`config.mk`:
```
export PLATFORM = sky130hd
export DESIGN_NAME = wrap_cascade_stage
export DESIGN_NICKNAME = d
export VERILOG_FILES = /design/src/rtl/wrap_cascade_pkg.sv /design/src/rtl/wrap_detect.sv /design/src/rtl/wrap_cascade_stage.sv
export SDC_FILE = /design/constraint.sdc
export NUM_CORES = 1
export LEC_CHECK = 0
export ABC_AREA = 1
export CAP_MARGIN = 20
export CORE_ASPECT_RATIO = 1.5
export CORE_MARGIN = 2
export CORE_UTILIZATION = 41
export CTS_CLUSTER_DIAMETER = 80
export CTS_CLUSTER_SIZE = 14
export DETAILED_ROUTE_END_ITERATION = 10
export GPL_ROUTABILITY_DRIVEN = 0
export PLACE_DENSITY = 0.82
export SLEW_MARGIN = 20
export SYNTH_ARGS = -nofsm -noshare
export SYNTH_HDL_FRONTEND = slang
export SYNTH_SLANG_ARGS = --single-unit
```
`constraint.sdc`:
```
create_clock -name clk -period 1.9 [get_ports clk]
set_clock_uncertainty 0.1 [all_clocks]
set_input_delay 0.285 -clock clk [delete_from_list [all_inputs] [get_ports clk]]
set_output_delay 0.285 -clock clk [all_outputs]
set_load 0.01 [all_outputs]
```
`src/rtl/wrap_cascade_pkg.sv`:
```
// Shared types and default widths for the wrap-cascade stage and its wrap detector.
package wrap_cascade_pkg;

    localparam int CNT_W_DEF = 4;
    localparam int HI_W_DEF  = 8;

    typedef enum logic {
        SNAP_IDLE,
        SNAP_HOLD
    } snap_state_t;

    // Snapshot layout at the default widths; the top re-declares it with its own parameters.
    typedef struct packed {
        logic [HI_W_DEF-1:0]  hi;
        logic [CNT_W_DEF-1:0] lo;
    } snap_t;

endpackage

```
`src/rtl/wrap_detect.sv`:
```
// Flags the max -> 0 transition of an upstream binary counter; other jumps to 0 are ignored.
module wrap_detect
    import wrap_cascade_pkg::*;
#(
    parameter int CNT_W = CNT_W_DEF
) (
    input  logic             clk,
    input  logic             resetn,
    input  logic [CNT_W-1:0] cnt_in,
    output logic             wrap
);

    logic [CNT_W-1:0] prev_q;
    logic             prev_ok;

    always_ff @(posedge clk) begin
        if (!resetn) begin
            prev_q  <= '0;
            prev_ok <= 1'b0;
        end else begin
            prev_q  <= cnt_in;
            prev_ok <= 1'b1;
        end
    end

    // prev_ok masks the reset value of prev_q so the first sample never counts as a wrap.
    assign wrap = prev_ok && (prev_q == '1) && (cnt_in == '0);

endmodule

```
`src/rtl/wrap_cascade_stage.sv`:
```
// High-order wrap counter with terminal pulse and a valid/ready snapshot port.
module wrap_cascade_stage
    import wrap_cascade_pkg::*;
#(
    parameter int CNT_W = CNT_W_DEF,
    parameter int HI_W  = HI_W_DEF
) (
    input  logic                  clk,
    input  logic                  resetn,
    input  logic [CNT_W-1:0]      cnt_in,
    input  logic                  hi_en,
    input  logic [HI_W-1:0]       term,
    output logic [HI_W-1:0]       hi_cnt,
    output logic                  tc_pulse,
    input  logic                  snap_req,
    output logic                  snap_vld,
    input  logic                  snap_rdy,
    output logic [HI_W+CNT_W-1:0] snap_data,
    output logic                  ovr,
    input  logic                  ovr_clr
);

    typedef struct packed {
        logic [HI_W-1:0]  hi;
        logic [CNT_W-1:0] lo;
    } snap_word_t;

    logic        wrap;
    logic        hi_step;
    logic        term_hit;
    logic [HI_W-1:0] hi_nxt;
    snap_word_t  snap_nxt;

    snap_state_t state;
    snap_state_t state_nxt;
    logic        capture;
    logic        ovr_set;

    wrap_detect #(
        .CNT_W (CNT_W)
    ) u_wrap_detect (
        .clk    (clk),
        .resetn (resetn),
        .cnt_in (cnt_in),
        .wrap   (wrap)
    );

    assign hi_step  = wrap && hi_en;
    // >= rather than == so lowering term below the current count still wraps.
    assign term_hit = hi_step && (hi_cnt >= term);

    always_comb begin
        hi_nxt = hi_cnt;
        if (hi_step) begin
            hi_nxt = term_hit ? '0 : hi_cnt + HI_W'(1);
        end
    end

    // Capture uses hi_nxt so a snapshot on the wrap edge reads {new hi, 0}.
    assign snap_nxt = '{hi: hi_nxt, lo: cnt_in};

    always_comb begin
        state_nxt = state;
        capture   = 1'b0;
        ovr_set   = 1'b0;
        case (state)
            SNAP_IDLE: begin
                if (snap_req) begin
                    capture   = 1'b1;
                    state_nxt = SNAP_HOLD;
                end
            end
            SNAP_HOLD: begin
                if (snap_rdy) begin
                    if (snap_req) begin
                        capture = 1'b1;
                    end else begin
                        state_nxt = SNAP_IDLE;
                    end
                end else if (snap_req) begin
                    ovr_set = 1'b1;
                end
            end
            default: state_nxt = SNAP_IDLE;
        endcase
    end

    always_ff @(posedge clk) begin
        if (!resetn) begin
            hi_cnt    <= '0;
            tc_pulse  <= 1'b0;
            state     <= SNAP_IDLE;
            snap_data <= '0;
            ovr       <= 1'b0;
        end else begin
            hi_cnt   <= hi_nxt;
            tc_pulse <= term_hit;
            state    <= state_nxt;
            if (capture) begin
                snap_data <= snap_nxt;
            end
            if (ovr_set) begin
                ovr <= 1'b1;
            end else if (ovr_clr) begin
                ovr <= 1'b0;
            end
        end
    end

    assign snap_vld = (state == SNAP_HOLD);

endmodule

```
==> run metrics, run 1 <==
Worst Path Required=around 2.0 ns; worst r2r dst=snap_data[5]$_SDFFE_PN0P_; overall power=1.254 mW; max-slew violations=0; most used cell, CP=nand3_1; final WL=~3000 um; critical path buffer and inverter count=2; Post-Syn Nets=~220; status=completed; peak supply drop=582.9 uV; Slew @ Worst Pin=0.4692 ns; input/output buffers=40; number of global-route vias before repair=around 1300; Layout Nets=~270; Relative slew margins=0.6868; Setup crit start kind=primary input; Avg WL per Cell=10.76 um; Final Cell Area=~2000 um^2; worst setup margin=about 0.13 ns; R2R cell count=13; DRC=0; minimum clock period=roughly 1.8 ns; Post-DRT Antenna Nets=0; GRT overflow=0; Post-synth EDFFs=0; Crit path max-delay family=simple AND/OR/NAND/NOR gates; Yosys top cell area share=0.3951; Ys Warns=0; share of layout cells above drive strength 1=0.1037; root buffer cell=clkbuf_8; critical path fanouts, max=5; critical hold path startpoint=ovr$_SDFFE_PN0P_; largest net degree at the start of global routing=21; synthesized area per cell=between 7 and 8 um^2; 1st-iter DRT viols=30; Final Cycle Share=0.9306; Area contributors post-synth=dfxtp_1 40%, nand2_1 9.8%, inv_1 9.0%; antenna cell count=0; initial antenna violation count=0; Layout fillers=291; sequential area share after synthesis=0.3951; post-DR vias/cell=a little under 5; Setup WS pre-CTS=-0.1278 ns; Post-synth ARST share=0; cells after synthesis=about 190; clk slew on worst S/H paths=about 0.09 ns; worst hold path cell count=2; CTS tree=built; Most used DFF post-synth=dfxtp_1; total track usage=0.1647; Core Area=3351 um^2; register area=approximately 560 um^2; CP Class=primary input to flop; Multi-input gate area=700.7 um^2; DR vias=~1400; worst hold margin=0.3843 ns; Worst Hold End=ovr$_SDFFE_PN0P_; Cell Area, Synth=1419 um^2; FF+latch count, synth=28; Worst R2R Setup Slack=0.25 ns; Die H=between 70 and 80 um; clk sinks=28; placed cells=between 200 and 300; Critical Path Max Stage Delay=~0.45 ns; Worst setup EP type=flop; fmax=565.6 MHz; row count=26; Non-Filler Instances=around 280; max capacitance violation total=0; Clock Path Buffers=2; Area after DPL=~1900 um^2; Unique masters post-synth=21; DP HPWL=between 2000 and 2500 um; critical-path cell list=clkdlybuf4s50_1 > inv_1 > ha_1 > nand2_1 > nor2_1 > nand4_1 > nand3_1 > nand2_2 > nand3_1 > a21oi_1; top-count cell post-synth=nand2_1; reg2reg start=hi_cnt[0]$_SDFF_PN0_; Pwr per Cell Area=about 630 nW/um^2; worst skew pair latency=between 0.2 and 0.3 ns; final setup TNS=0 ns; slowest stage cell, crit path=clkdlybuf4s50_1; die width=52.03 um; Fin. Hold Viols=0; DIE AREA=approximately 4000 um^2; final setup fails=0; largest area contributor in the netlist=dfxtp_1; Final Util=0.5967; CTS buffer count=3; Leak Pwr=just under 1 nW; layout overhead on the synthesized area=40.92%; first drt pass iteration count=4; global-route wire length before repair=slightly above 5000 um; Initial Util=0.4235; H-Tree Depth=1; I/O pins=between 40 and 50; synth cell count leaders=37 x nand2_1, 34 x inv_1, 28 x dfxtp_1; Hold WC Path Type=flop to flop; arrival time worst endpoint=1.84 ns
[report_power, final]
part,switching [mW],total [mW],internal (mW)
Sequential,0.0117,0.623,0.611
Clock,0.182,0.464,0.282
Combinational,0.0744,0.167,0.0925
Total,0.268,1.25,0.986
[worst max-delay path by stage]
stage	cells past startpoint	from	slack (ns)	end
global route	10	term[7]	-0.01	snap_data[6]$_SDFFE_PN0P_
CTS	9	term[7]	0.15	snap_data[6]$_SDFFE_PN0P_
detailed placement	9	term[7]	-0.13	snap_data[6]$_SDFFE_PN0P_
global placement	11	term[7]	-0.09	snap_data[10]$_SDFFE_PN0P_
finish	10	term[7]	0.13	snap_data[6]$_SDFFE_PN0P_
floorplan	13	hi_cnt[0]$_SDFF_PN0_	0.33	snap_data[5]$_SDFFE_PN0P_
[routing by layer]
metal	GRT usage	wire length (um)
met5	0	0
met2	0.2797	1541
met1	0.1953	1286
met4	0.08158	75
met3	0.02157	141
[state kept, by name, summed over array words and instances, names as in the netlist]
name,flops
hi_cnt,8
ovr,1
snap_data,12
snap_vld,1
tc_pulse,1
u_wrap_detect.prev_ok,1
u_wrap_detect.prev_q,4
[cells by family after synthesis]
kind of cell,share of synthesized area
AO/OA/AOI/OAI,0.09083
XOR/XNOR,0.006174
adder cells (fa/ha/maj),0.07937
buffers and inverters,0.1129
flip-flops,0.3951
AND/OR/NAND/NOR,0.3157
[worst min-delay path, delay by kind of cell, from the launching register on]
family          cells  cell delay [ns]
simple gates        1             0.06
compound gates      1             0.06
flops               1             0.33
[layout by cell type (no fill, tap or decap), drive strengths merged, types with 3 or more instances in the layout]
| cell type | n |
|---|---|
| a21o | 3 |
| a21oi | 12 |
| buf | 8 |
| clkbuf | 3 |
| clkdlybuf4s50 | 40 |
| dfxtp | 28 |
| ha | 9 |
| inv | 34 |
| nand2 | 39 |
| nand3 | 17 |
| nand4 | 9 |
| nor2 | 28 |
| o21ai | 8 |
[layout make-up]
class	count	area share
repair buffers	48	0.2428
inverters	34	0.06383
flip-flops and latches	28	0.2810
well taps	42	0.02628
clock inverters	1	0.01502
clock buffers	3	0.02065
multi-input cells	127	0.3504
[timing repair]
action | in CTS | in global routing
buffers inserted | 0 | 0
endpoints found under the setup margin | 0 | 8
gates resized for setup | 0 | 2
hold buffers | 0 | 0
No activity file was read; power rests on OpenSTA's default activity.
==> run 2: changes to the inputs <==
Settings changed: HOLD_SLACK_MARGIN from default to 0.08.
==> results of run 2 <==
No change in the layout: final DEF, timing and power equal those of run 1.
==> run 3: changes to the inputs <==
Settings changed: GPL_TIMING_DRIVEN from default to 0.
==> run 3 against run 2 <==
- critical path type unchanged
- design area is 2.8% lower
- critical path depth stayed put
- clock-buffer cell count is 1 higher
- largest power group unchanged
- via count is 2.9% lower
- flip-flop and latch count stayed put
==> run metrics, run 3 (synthesis gave the netlist of run 1 again) <==
status=completed (unchanged); DIE AREA=3957 um^2 (unchanged); number of global-route vias before repair=1311 (was 1276); critical-path cell list=clkdlybuf4s50_1 > inv_1 > ha_1 > a21oi_1 > nor2_1 > nor2_4 > nand3_1 > nand2_2 > nand3_1 > a21oi_1 (was clkdlybuf4s50_1 > inv_1 > ha_1 > nand2_1 > nor2_1 > nand4_1 > nand3_1 > nand2_2 > nand3_1 > a21oi_1); NetSw=261.7 uW (was 268.0 uW); Crit path max-delay family=simple AND/OR/NAND/NOR gates (unchanged); critical hold path startpoint=ovr$_SDFFE_PN0P_ (unchanged); Leak Pwr=0.9334 nW (was 0.9673 nW); cell depth of the worst setup path=10 (unchanged); arrival time worst endpoint=1.90 ns (was 1.84 ns); share of layout cells above drive strength 1=0.09205 (was 0.1037); Fin. Hold Viols=0 (unchanged); DRC=0 (unchanged); antenna cell count=0 (unchanged); max reg flops=12 (unchanged); 1st-iter DRT viols=33 (was 30); layout overhead on the synthesized area=37.04% (was 40.92%); biggest regs=snap_data x12, hi_cnt x8, u_wrap_detect.prev_q x4 (unchanged); clk slew on worst S/H paths=0.09 ns (about the same); die width=52.03 um (unchanged); minimum clock period=1.797 ns (was 1.768 ns); critical path fanouts, max=5 (unchanged); RSZ-0062 raised after global routing=false; worst hold path cell count=2 (unchanged); clk sinks=28 (unchanged); commonest cells after routing, fill and taps aside=40 x clkdlybuf4s50_1, 37 x nand2_1, 34 x inv_1 (was 40 x clkdlybuf4s50_1, 36 x nand2_1, 34 x inv_1); peak supply drop=558.9 uV (was 582.9 uV); sequential share of power=0.544 (was 0.497); I/O pins=41 (unchanged); worst r2r dst=snap_data[7]$_SDFFE_PN0P_ (was snap_data[5]$_SDFFE_PN0P_); Clock power frac=0.314 (was 0.370); input/output buffers=40 (unchanged); H-Tree Depth=1 (unchanged); sw frac=0.2282 (was 0.2138); Worst Hold End=ovr$_SDFFE_PN0P_ (unchanged); DP HPWL=2344 um (was 2312 um); most common cell after layout, fill and taps aside=clkdlybuf4s50_1 (unchanged); worst hold margin=0.3778 ns (was 0.3843 ns); Final Cycle Share=0.9458 (was 0.9306); Layout Nets=267 (was 269); register area=561.8 um^2 (unchanged); P_int=884.9 uW (was 985.6 uW); Pwr per Cell Area=589.7 nW/um^2 (was 627.0 nW/um^2); largest net degree at the start of global routing=16 (was 21); Hold WC Path Type=flop to flop (unchanged); CP Class=primary input to flop (unchanged); DR vias=1336 (was 1376); max-slew violations=0 (unchanged); post-DR vias/cell=4.754 (was 4.862); max capacitance violation total=0 (unchanged); row count=26 (unchanged); slowest stage cell, crit path=clkdlybuf4s50_1 (unchanged); GRT overflow=0 (unchanged); CTS buffer count=3 (unchanged); initial antenna violation count=0 (unchanged); root buffer cell=clkbuf_8 (unchanged); final WL=2996 um (was 3044 um); global-route wire length before repair=5209 um (was 5195 um); overall power=1.147 mW (was 1.254 mW); CTS tree=built (unchanged); Post-DRT Antenna Nets=0 (unchanged); Layout fillers=312 (was 291); Initial Util=0.4235 (unchanged); reg2reg start=hi_cnt[3]$_SDFF_PN0_ (was hi_cnt[0]$_SDFF_PN0_); Relative slew margins=0.7121 (was 0.6868); worst skew pair latency=0.27 ns (about the same); R2R cell count=8 (was 13); Clock Path Buffers=2 (unchanged); Critical Path Max Stage Delay=0.45 ns (about the same); first drt pass iteration count=4 (unchanged); total track usage=0.1643 (was 0.1647); CTS Hold Buffers Added=0 (unchanged); logic gate share of total power=0.143 (was 0.133); Die H=76.05 um (unchanged); Worst Path Required=2.00 ns (was 1.97 ns); Core Area=3351 um^2 (unchanged); Slew @ Worst Pin=0.4318 ns (was 0.4692 ns); critical path buffer and inverter count=2 (unchanged); Multi-input gate area=706.9 um^2 (was 700.7 um^2); Avg WL per Cell=10.66 um (was 10.76 um); Worst setup EP type=flop (unchanged); Reg with most FFs=snap_data (unchanged); final setup fails=0 (unchanged); Setup crit start kind=primary input (unchanged); Worst R2R Setup Slack=0.19 ns (was 0.25 ns); fmax=556.5 MHz (was 565.6 MHz)
run 3: changes by cell type in the layout (fill, tap and decap cells not counted):
cell / previous run / this run
a21oi_1: 11 / 10
a21oi_2: 1 / 2
buf_12: 2 / 0
buf_2: 0 / 2
buf_4: 6 / 1
buf_8: 0 / 1
bufinv_16: 1 / 0
clkbuf_1: 0 / 2
clkbuf_8: 3 / 4
nand2_1: 36 / 37
nand2_2: 3 / 2
nand3_1: 14 / 13
nand3_2: 2 / 3
run 3: how the worst max path moves through the flow:
stage	to	slack [ns]	start
after global routing	snap_data[7]$_SDFFE_PN0P_	0.02	term[5]
after floorplan	snap_data[5]$_SDFFE_PN0P_	0.33	hi_cnt[0]$_SDFF_PN0_
after CTS	snap_data[6]$_SDFFE_PN0P_	0.04	term[7]
after detailed placement	snap_data[7]$_SDFFE_PN0P_	-0.21	term[7]
after global placement	snap_data[11]$_SDFFE_PN0P_	-0.19	term[7]
final	snap_data[7]$_SDFFE_PN0P_	0.10	term[5]
run 3: repair_timing:
action                                  CTS  global route
buffers inserted                          0             1
resized for setup                         0             3
endpoints found under the setup margin    0             4
run 3: cell type report:
cell class                 instances  area share
multi-input combinational        127      0.3636
sequential                        28      0.2889
tap                               42     0.02703
buffer                             5     0.01673
inverter                          34     0.06564
timing repair buffer              41      0.2098
clock buffer                       4     0.02831
run 3: worst reg2reg max path: cells and delay by family, from the launching register on:
kind                       cells  cell delay, ns
AOI/OAI and AO/OA              2            0.34
adders and majority gates      1            0.29
DFF                            1            0.46
and+or+nand+nor                5            0.44
run 3: power by group through the flow:
| stage | combinational (mW) | clock [mW] | sequential [mW] |
|---|---|---|---|
| after global routing | 0.184 | 0.389 | 0.626 |
| after global placement | 0.160 | 0 | 0.636 |
| after floorplan | 0.0645 | 0 | 0.644 |
| after detailed placement | 0.163 | 0 | 0.636 |
| after CTS | 0.165 | 0.366 | 0.623 |
| final | 0.164 | 0.360 | 0.623 |
run 3: layer usage:
layer / wire [um] / GRT usage
met1: 1244 / 0.1754
met3: 142 / 0.02157
met5: 0 / 0
met4: 25 / 0.05789
met2: 1582 / 0.3101
run 3: metrics by stage:
| stage | setup slack (ns) | cells | instance area [um^2] | utilization | setup TNS (ns) |
|---|---|---|---|---|---|
| after floorplan | 0.3278 | 194 | 1419 | - | 0 |
| after global placement | -0.1891 | 276 | 1872 | 0.5586 | -1.436 |
| after detailed placement | -0.2090 | 276 | 1872 | 0.5586 | -1.613 |
| after CTS | 0.03933 | 280 | 1927 | 0.5751 | 0 |
| after global routing | 0.01680 | 281 | 1944 | 0.5803 | 0 |
| final | 0.1030 | 281 | 1944 | 0.5803 | 0 |
